--- config.mk ---
export PLATFORM = sky130hd
export DESIGN_NAME = pin_entry_keypad
export DESIGN_NICKNAME = d
export VERILOG_FILES = /design/src/rtl/pin_entry_keypad.sv
export SDC_FILE = /design/constraint.sdc
export NUM_CORES = 1
export LEC_CHECK = 0
export CORE_MARGIN = 2
export CORE_UTILIZATION = 54
export CTS_BUF_LIST = sky130_fd_sc_hd__clkbuf_16
export DETAILED_ROUTE_END_ITERATION = 10
export PLACE_DENSITY = 0.84
export RECOVER_POWER = 50
export SKIP_LAST_GASP = 1
export SYNTH_ARGS = -nofsm -noshare
export SYNTH_HDL_FRONTEND = slang
export SYNTH_SLANG_ARGS = --single-unit
export TNS_END_PERCENT = 100
--- constraint.sdc ---
create_clock -name clk -period 4.35 [get_ports clk]
set_input_delay 1.305 -clock clk [delete_from_list [all_inputs] [get_ports clk]]
set_output_delay 1.305 -clock clk [all_outputs]
set_load 0.005 [all_outputs]
--- src/rtl/pin_entry_keypad.sv ---
//==============================================================================
// Module      : pin_entry_keypad
// Description : Turns a serial keypad stream into a parallel PIN word, with
//               wrong-PIN lockout. Optional feature macro: KEY_TIMEOUT_EN.
// Revision    : 1.0 - initial release
//==============================================================================
`default_nettype none

module pin_entry_keypad #(
    parameter int DIGITS         = 4,
    parameter int password_width = 16,
    parameter int MAX_ATTEMPTS   = 3,
    parameter int TIMEOUT_CYCLES = 1000
) (
    input  logic                      clk,
    input  logic                      rst,
    input  logic                      card_in,
    input  logic                      key_valid,
    input  logic [3:0]                key_code,
    input  logic                      wrong_psw,
    input  logic                      psw_en,
    output logic [password_width-1:0] password_input,
    output logic                      psw_valid,
    output logic [2:0]                digit_count,
    output logic                      entry_error,
    output logic                      cancel_req,
    output logic                      locked
);

    localparam int         c_att_w  = $clog2(MAX_ATTEMPTS + 1);
    localparam logic [2:0] c_digits = 3'(DIGITS);
    localparam logic [c_att_w-1:0] c_max_att = c_att_w'(MAX_ATTEMPTS);

    localparam logic [3:0] c_key_clear = 4'hA;
    localparam logic [3:0] c_key_bksp  = 4'hB;
    localparam logic [3:0] c_key_enter = 4'hC;
    localparam logic [3:0] c_key_cancel = 4'hD;

    generate
        if (password_width != DIGITS * 4 || DIGITS < 2 || DIGITS > 7 ||
            MAX_ATTEMPTS < 1 || TIMEOUT_CYCLES < 1) begin : g_bad_config
            $error("pin_entry_keypad: inconsistent parameters");
        end
    endgenerate

    typedef enum logic [2:0] {
        ST_IDLE    = 3'd0,
        ST_COLLECT = 3'd1,
        ST_SUBMIT  = 3'd2,
        ST_DONE    = 3'd3,
        ST_LOCKED  = 3'd4
    } state_t;

    state_t                    r_state,  w_state;
    logic [password_width-1:0] r_pin,    w_pin;
    logic [2:0]                r_cnt,    w_cnt;
    logic [c_att_w-1:0]        r_att,    w_att;
    logic                      r_valid,  w_valid;
    logic                      r_err,    w_err;
    logic                      r_cancel, w_cancel;
    logic                      r_locked, w_locked;

`ifdef KEY_TIMEOUT_EN
    localparam int c_idle_w = $clog2(TIMEOUT_CYCLES + 1);
    localparam logic [c_idle_w-1:0] c_timeout = c_idle_w'(TIMEOUT_CYCLES);
    logic [c_idle_w-1:0] r_idle, w_idle;
`endif

    always_ff @(posedge clk) begin
        if (!rst) begin
            r_state  <= ST_IDLE;
            r_pin    <= '0;
            r_cnt    <= '0;
            r_att    <= '0;
            r_valid  <= 1'b0;
            r_err    <= 1'b0;
            r_cancel <= 1'b0;
            r_locked <= 1'b0;
`ifdef KEY_TIMEOUT_EN
            r_idle   <= '0;
`endif
        end else begin
            r_state  <= w_state;
            r_pin    <= w_pin;
            r_cnt    <= w_cnt;
            r_att    <= w_att;
            r_valid  <= w_valid;
            r_err    <= w_err;
            r_cancel <= w_cancel;
            r_locked <= w_locked;
`ifdef KEY_TIMEOUT_EN
            r_idle   <= w_idle;
`endif
        end
    end

    always_comb begin
        w_state  = r_state;
        w_pin    = r_pin;
        w_cnt    = r_cnt;
        w_att    = r_att;
        w_valid  = 1'b0;
        w_err    = 1'b0;
        w_cancel = 1'b0;
        w_locked = r_locked;
`ifdef KEY_TIMEOUT_EN
        w_idle   = '0;
`endif

        if (!card_in) begin
            w_state  = ST_IDLE;
            w_pin    = '0;
            w_cnt    = '0;
            w_att    = '0;
            w_locked = 1'b0;
        end else begin
            case (r_state)
                ST_IDLE: begin
                    w_state = ST_COLLECT;
                end

                ST_COLLECT: begin
                    if (key_valid) begin
                        if (key_code <= 4'h9) begin
                            if (r_cnt < c_digits) begin
                                w_pin = {r_pin[password_width-5:0], key_code};
                                w_cnt = r_cnt + 3'd1;
                            end else begin
                                w_err = 1'b1;
                            end
                        end else if (key_code == c_key_clear) begin
                            w_pin = '0;
                            w_cnt = '0;
                        end else if (key_code == c_key_bksp) begin
                            if (r_cnt != 3'd0) begin
                                w_pin = r_pin >> 4;
                                w_cnt = r_cnt - 3'd1;
                            end
                        end else if (key_code == c_key_enter) begin
                            if (r_cnt == c_digits) begin
                                w_state = ST_SUBMIT;
                                w_valid = 1'b1;
                            end else begin
                                w_err = 1'b1;
                            end
                        end else if (key_code == c_key_cancel) begin
                            // Card ejection is left to the downstream ATM FSM.
                            w_cancel = 1'b1;
                            w_pin    = '0;
                            w_cnt    = '0;
                        end else begin
                            w_err = 1'b1;
                        end
                    end
`ifdef KEY_TIMEOUT_EN
                    else if (r_cnt != 3'd0) begin
                        if (r_idle + 1'b1 == c_timeout) begin
                            w_pin = '0;
                            w_cnt = '0;
                            w_err = 1'b1;
                        end else begin
                            w_idle = r_idle + 1'b1;
                        end
                    end
`endif
                end

                ST_SUBMIT: begin
                    if (wrong_psw) begin
                        if (r_att < c_max_att) begin
                            w_att = r_att + 1'b1;
                        end
                        if (r_att + 1'b1 >= c_max_att) begin
                            w_state  = ST_LOCKED;
                            w_locked = 1'b1;
                        end else begin
                            w_state = ST_COLLECT;
                            w_pin   = '0;
                            w_cnt   = '0;
                        end
                    end else if (psw_en) begin
                        w_state = ST_DONE;
                    end
                end

                ST_DONE: begin
                    w_state = ST_DONE;
                end

                ST_LOCKED: begin
                    w_locked = 1'b1;
                end

                default: begin
                    w_state = ST_IDLE;
                    w_pin   = '0;
                    w_cnt   = '0;
                end
            endcase
        end
    end

    assign password_input = r_pin;
    assign psw_valid      = r_valid;
    assign digit_count    = r_cnt;
    assign entry_error    = r_err;
    assign cancel_req     = r_cancel;
    assign locked         = r_locked;

endmodule

`default_nettype wire
==> summary.md <==
| Metric | Value |
|---|---|
| Width of the die | `57.0 um` |
| Top cell types by occurrence after synthesis | `nand2_1, dfxtp_1, mux2i_1` |
| Share of post-route cells with drive strength above 1 | `5.50%` |
| Count of endpoints failing hold in the final timing report | `0` |
| Complex-gate fraction of the synthesized area | `19.4%` |
| Prevailing post-synth register cell | `dfxtp_1` |
| Kind of end point of the critical path | `flop` |
| Count of nets after finishing | `216` |
| Area overhead of the layout relative to synthesis | `24.0%` |
| Pleak | `0.733 nW` |
| Final TNS setup | `0 ns` |
| Max Root-Sink Buffers | `2` |
| Part of the cycle the worst path needs | `77.2%` |
| Relative slew margins | `40.8%` |
| Highest clock rate | `0.298 GHz` |
| Library cell with the highest instance count after synthesis | `nand2_1` |
| Mapped Cells | `173` |
| Count of port buffers added during placement | `32` |
| Flop and latch count out of synthesis | `28` |
| Cell accounting for the most synthesized area | `dfxtp_1` |
| DR pass1 iterations | `4` |
| Via count of the first global-routing pass | `1348` |
| Cells taking the most area after synthesis | `dfxtp_1, nand2_1, mux2i_1, a22o_1, ha_1` |
| Post-synth net total | `188` |
| Peak fanout along the critical path | `18` |
| Top Ports | `33` |
| First-pass GRT wire length | `6.22 mm` |
| Area fraction of the dominant cell type after synthesis | `37.0%` |
| Post-synth EDFFs | `0` |
| Setup repair after global routing missed its margin | `false` |
| Antenna violations before repair | `0` |
| Synth unique cells | `47` |
| Total number of clock tree sinks | `28` |
| Sequential share of the synthesized area | `37.0%` |
| Data required time at the worst endpoint | `4.51 ns` |
| Synthesized area per cell | `8.76 um2` |
| Total core area | `2710 um2` |
| DRC Markers | `0` |
| Total of warnings raised by yosys | `0` |
| Cell area after technology mapping | `1520 um2` |
| Total power draw | `514 uW` |
| Buffer cell driving the clock tree root | `clkbuf_16` |
| Count of maximum capacitance violations | `0` |
| Measured slew at the worst slew-check pin | `0.889 ns` |
| Routability cong. | `0.801` |
| CTS-repair resized insts | `0` |
| Total number of placement rows | `19` |
| Adder-cell share of the synthesized area | `4.13%` |
| Type of origin of the critical path | `input port` |
| Per-cell via count in the routed design | `5.89` |
| Clock transition time at the flip-flop clock pins of the worst setup and hold paths | `0.06 ns` |
| Async S/R FF share, synth | `0%` |
| Post-detailed-route count of antenna-violating nets | `0` |
| Dominant combinational cell family by area after synthesis | `simple AND/OR/NAND/NOR gates` |
| Area of the die | `3250 um2` |
| Simple logic cell fraction of the synthesized area | `21.6%` |
| Clock skew | `0.00215 ns` |
| First DRT Iteration DRCs | `46` |
| Effective utilization at floorplan | `55.9%` |
| Total power divided by cell area | `274 nW/um2` |
| Number of clock buffers inserted by TritonCTS | `3` |
| Detail-routed net length per standard cell | `15.3 um` |
| Post-DP HPWL | `2.56 mm` |
| Maximum number of pins on one net before global-route repair | `21` |
| Floorplan die height | `57.0 um` |
| Area share of xor/xnor cells in the synthesized design | `0.578%` |
| Number of pins exceeding their max-slew limit in the final report | `0` |
| Data arrival, critical path | `3.52 ns` |
| Type of the worst min-delay path | `flop to flop` |
| Clock latency on the worst-skew pair | `0.26 ns` |
| Tmin final | `3.36 ns` |
| Global-route congestion overflow total | `0` |
| TritonCTS clock tree | `built` |
| Run status | `completed` |
| Critical path class | `input port to flop` |
| Sum of routed wire length over all layers | `3.54 mm` |
| Number of hold buffers added after CTS | `0` |
| VDD IR max | `0.282 mV` |
| Overall routing resource usage | `23.9%` |
| Diode count | `0` |
| Number of setup violations in the final report | `0` |
| Mux share of post-synthesis cell area | `9.41%` |
| Max H-tree Level | `1` |
| Vias after detailed routing | `1361` |
| Setup Fix Bufs, Post-CTS | `0` |
==> cell usage in the layout, fill, tap and decap left out, types with 2 or more instances in the layout <==
cell / n
a21oi_1: 5
a22o_1: 9
a22oi_1: 2
a31oi_1: 2
and2_1: 2
buf_4: 3
clkbuf_16: 3
clkdlybuf4s50_1: 11
dfxtp_1: 28
dlygate4sd3_1: 21
ha_1: 5
inv_1: 8
mux2i_1: 12
nand2_1: 35
nand2b_1: 3
nand3_1: 6
nor2_1: 7
nor3_1: 3
nor4_1: 3
o22ai_1: 3
o2bb2ai_1: 3
==> per-layer routing <==
metal	wire [um]	track usage, %	part of all wire [%]
met5	0	0	0
met4	53	6.98	1.5
met3	143	4.31	4.0
met2	1710	39.6	48
met1	1640	31.9	46
==> per-stage QoR <==
step | hold WS, ns | std cells | utilization, % | instance area (um2) | setup slack (ns)
after floorplan | 0.463 | 173 | - | 1520 | 1.83
after global placement | 0.449 | 227 | 66.7 | 1810 | 0.864
after detailed placement | 0.476 | 227 | 66.7 | 1810 | 0.794
after CTS | 0.492 | 231 | 69.6 | 1890 | 1.06
after global routing | 0.512 | 231 | 69.3 | 1880 | 0.874
final | 0.485 | 231 | 69.3 | 1880 | 0.990
==> state kept, by name, summed over array words and instances, names as in the netlist <==
signal	flops
r_att	2
entry_error	1
locked	1
password_input	16
r_state	3
digit_count	3
psw_valid	1
cancel_req	1
==> area by class of cell <==
cell class / instances / area (um2)
clock buffers: 3 / 75.1
clock inverters: 1 / 3.75
fillers: 236 / 831
inverters: 8 / 30.0
multi-input cells: 125 / 828
flip-flops and latches: 28 / 561
well taps: 31 / 38.8
repair buffers: 35 / 343
==> report_power, final <==
part / switching (mW) / internal (mW) / total, mW
Combinational: 0.0271 / 0.0208 / 0.0479
Sequential: 0.00133 / 0.257 / 0.258
Clock: 0.0846 / 0.123 / 0.208
Total: 0.113 / 0.401 / 0.514
==> worst paths after layout <==
kind                                    from                               to  slack (ns)  cells after the start
max reg2reg      digit_count[0]$_SDFFE_PN0P_  password_input[14]$_SDFFE_PN0P_        2.18                      6
max                              key_code[1]  password_input[14]$_SDFFE_PN0P_        0.99                      6
min          password_input[12]$_SDFFE_PN0P_  password_input[12]$_SDFFE_PN0P_        0.48                      2
min reg2reg  password_input[12]$_SDFFE_PN0P_  password_input[12]$_SDFFE_PN0P_        0.48                      2
==> kinds of logic after synthesis <==
logic type / count (synthesis)
simple gates: 68
compound gates: 37
flops: 28
buf+inv: 20
mux: 14
fa+ha+maj: 5
xor+xnor: 1
==> worst max-delay path, cell delays in order <==
cell           delay, ns
dlygate4sd3_1       0.67
nand2b_1            0.24
a32o_2              0.25
nand2_1             0.06
a31o_1              0.73
a2bb2o_4            0.26
No activity file was read; power rests on OpenSTA's default activity.
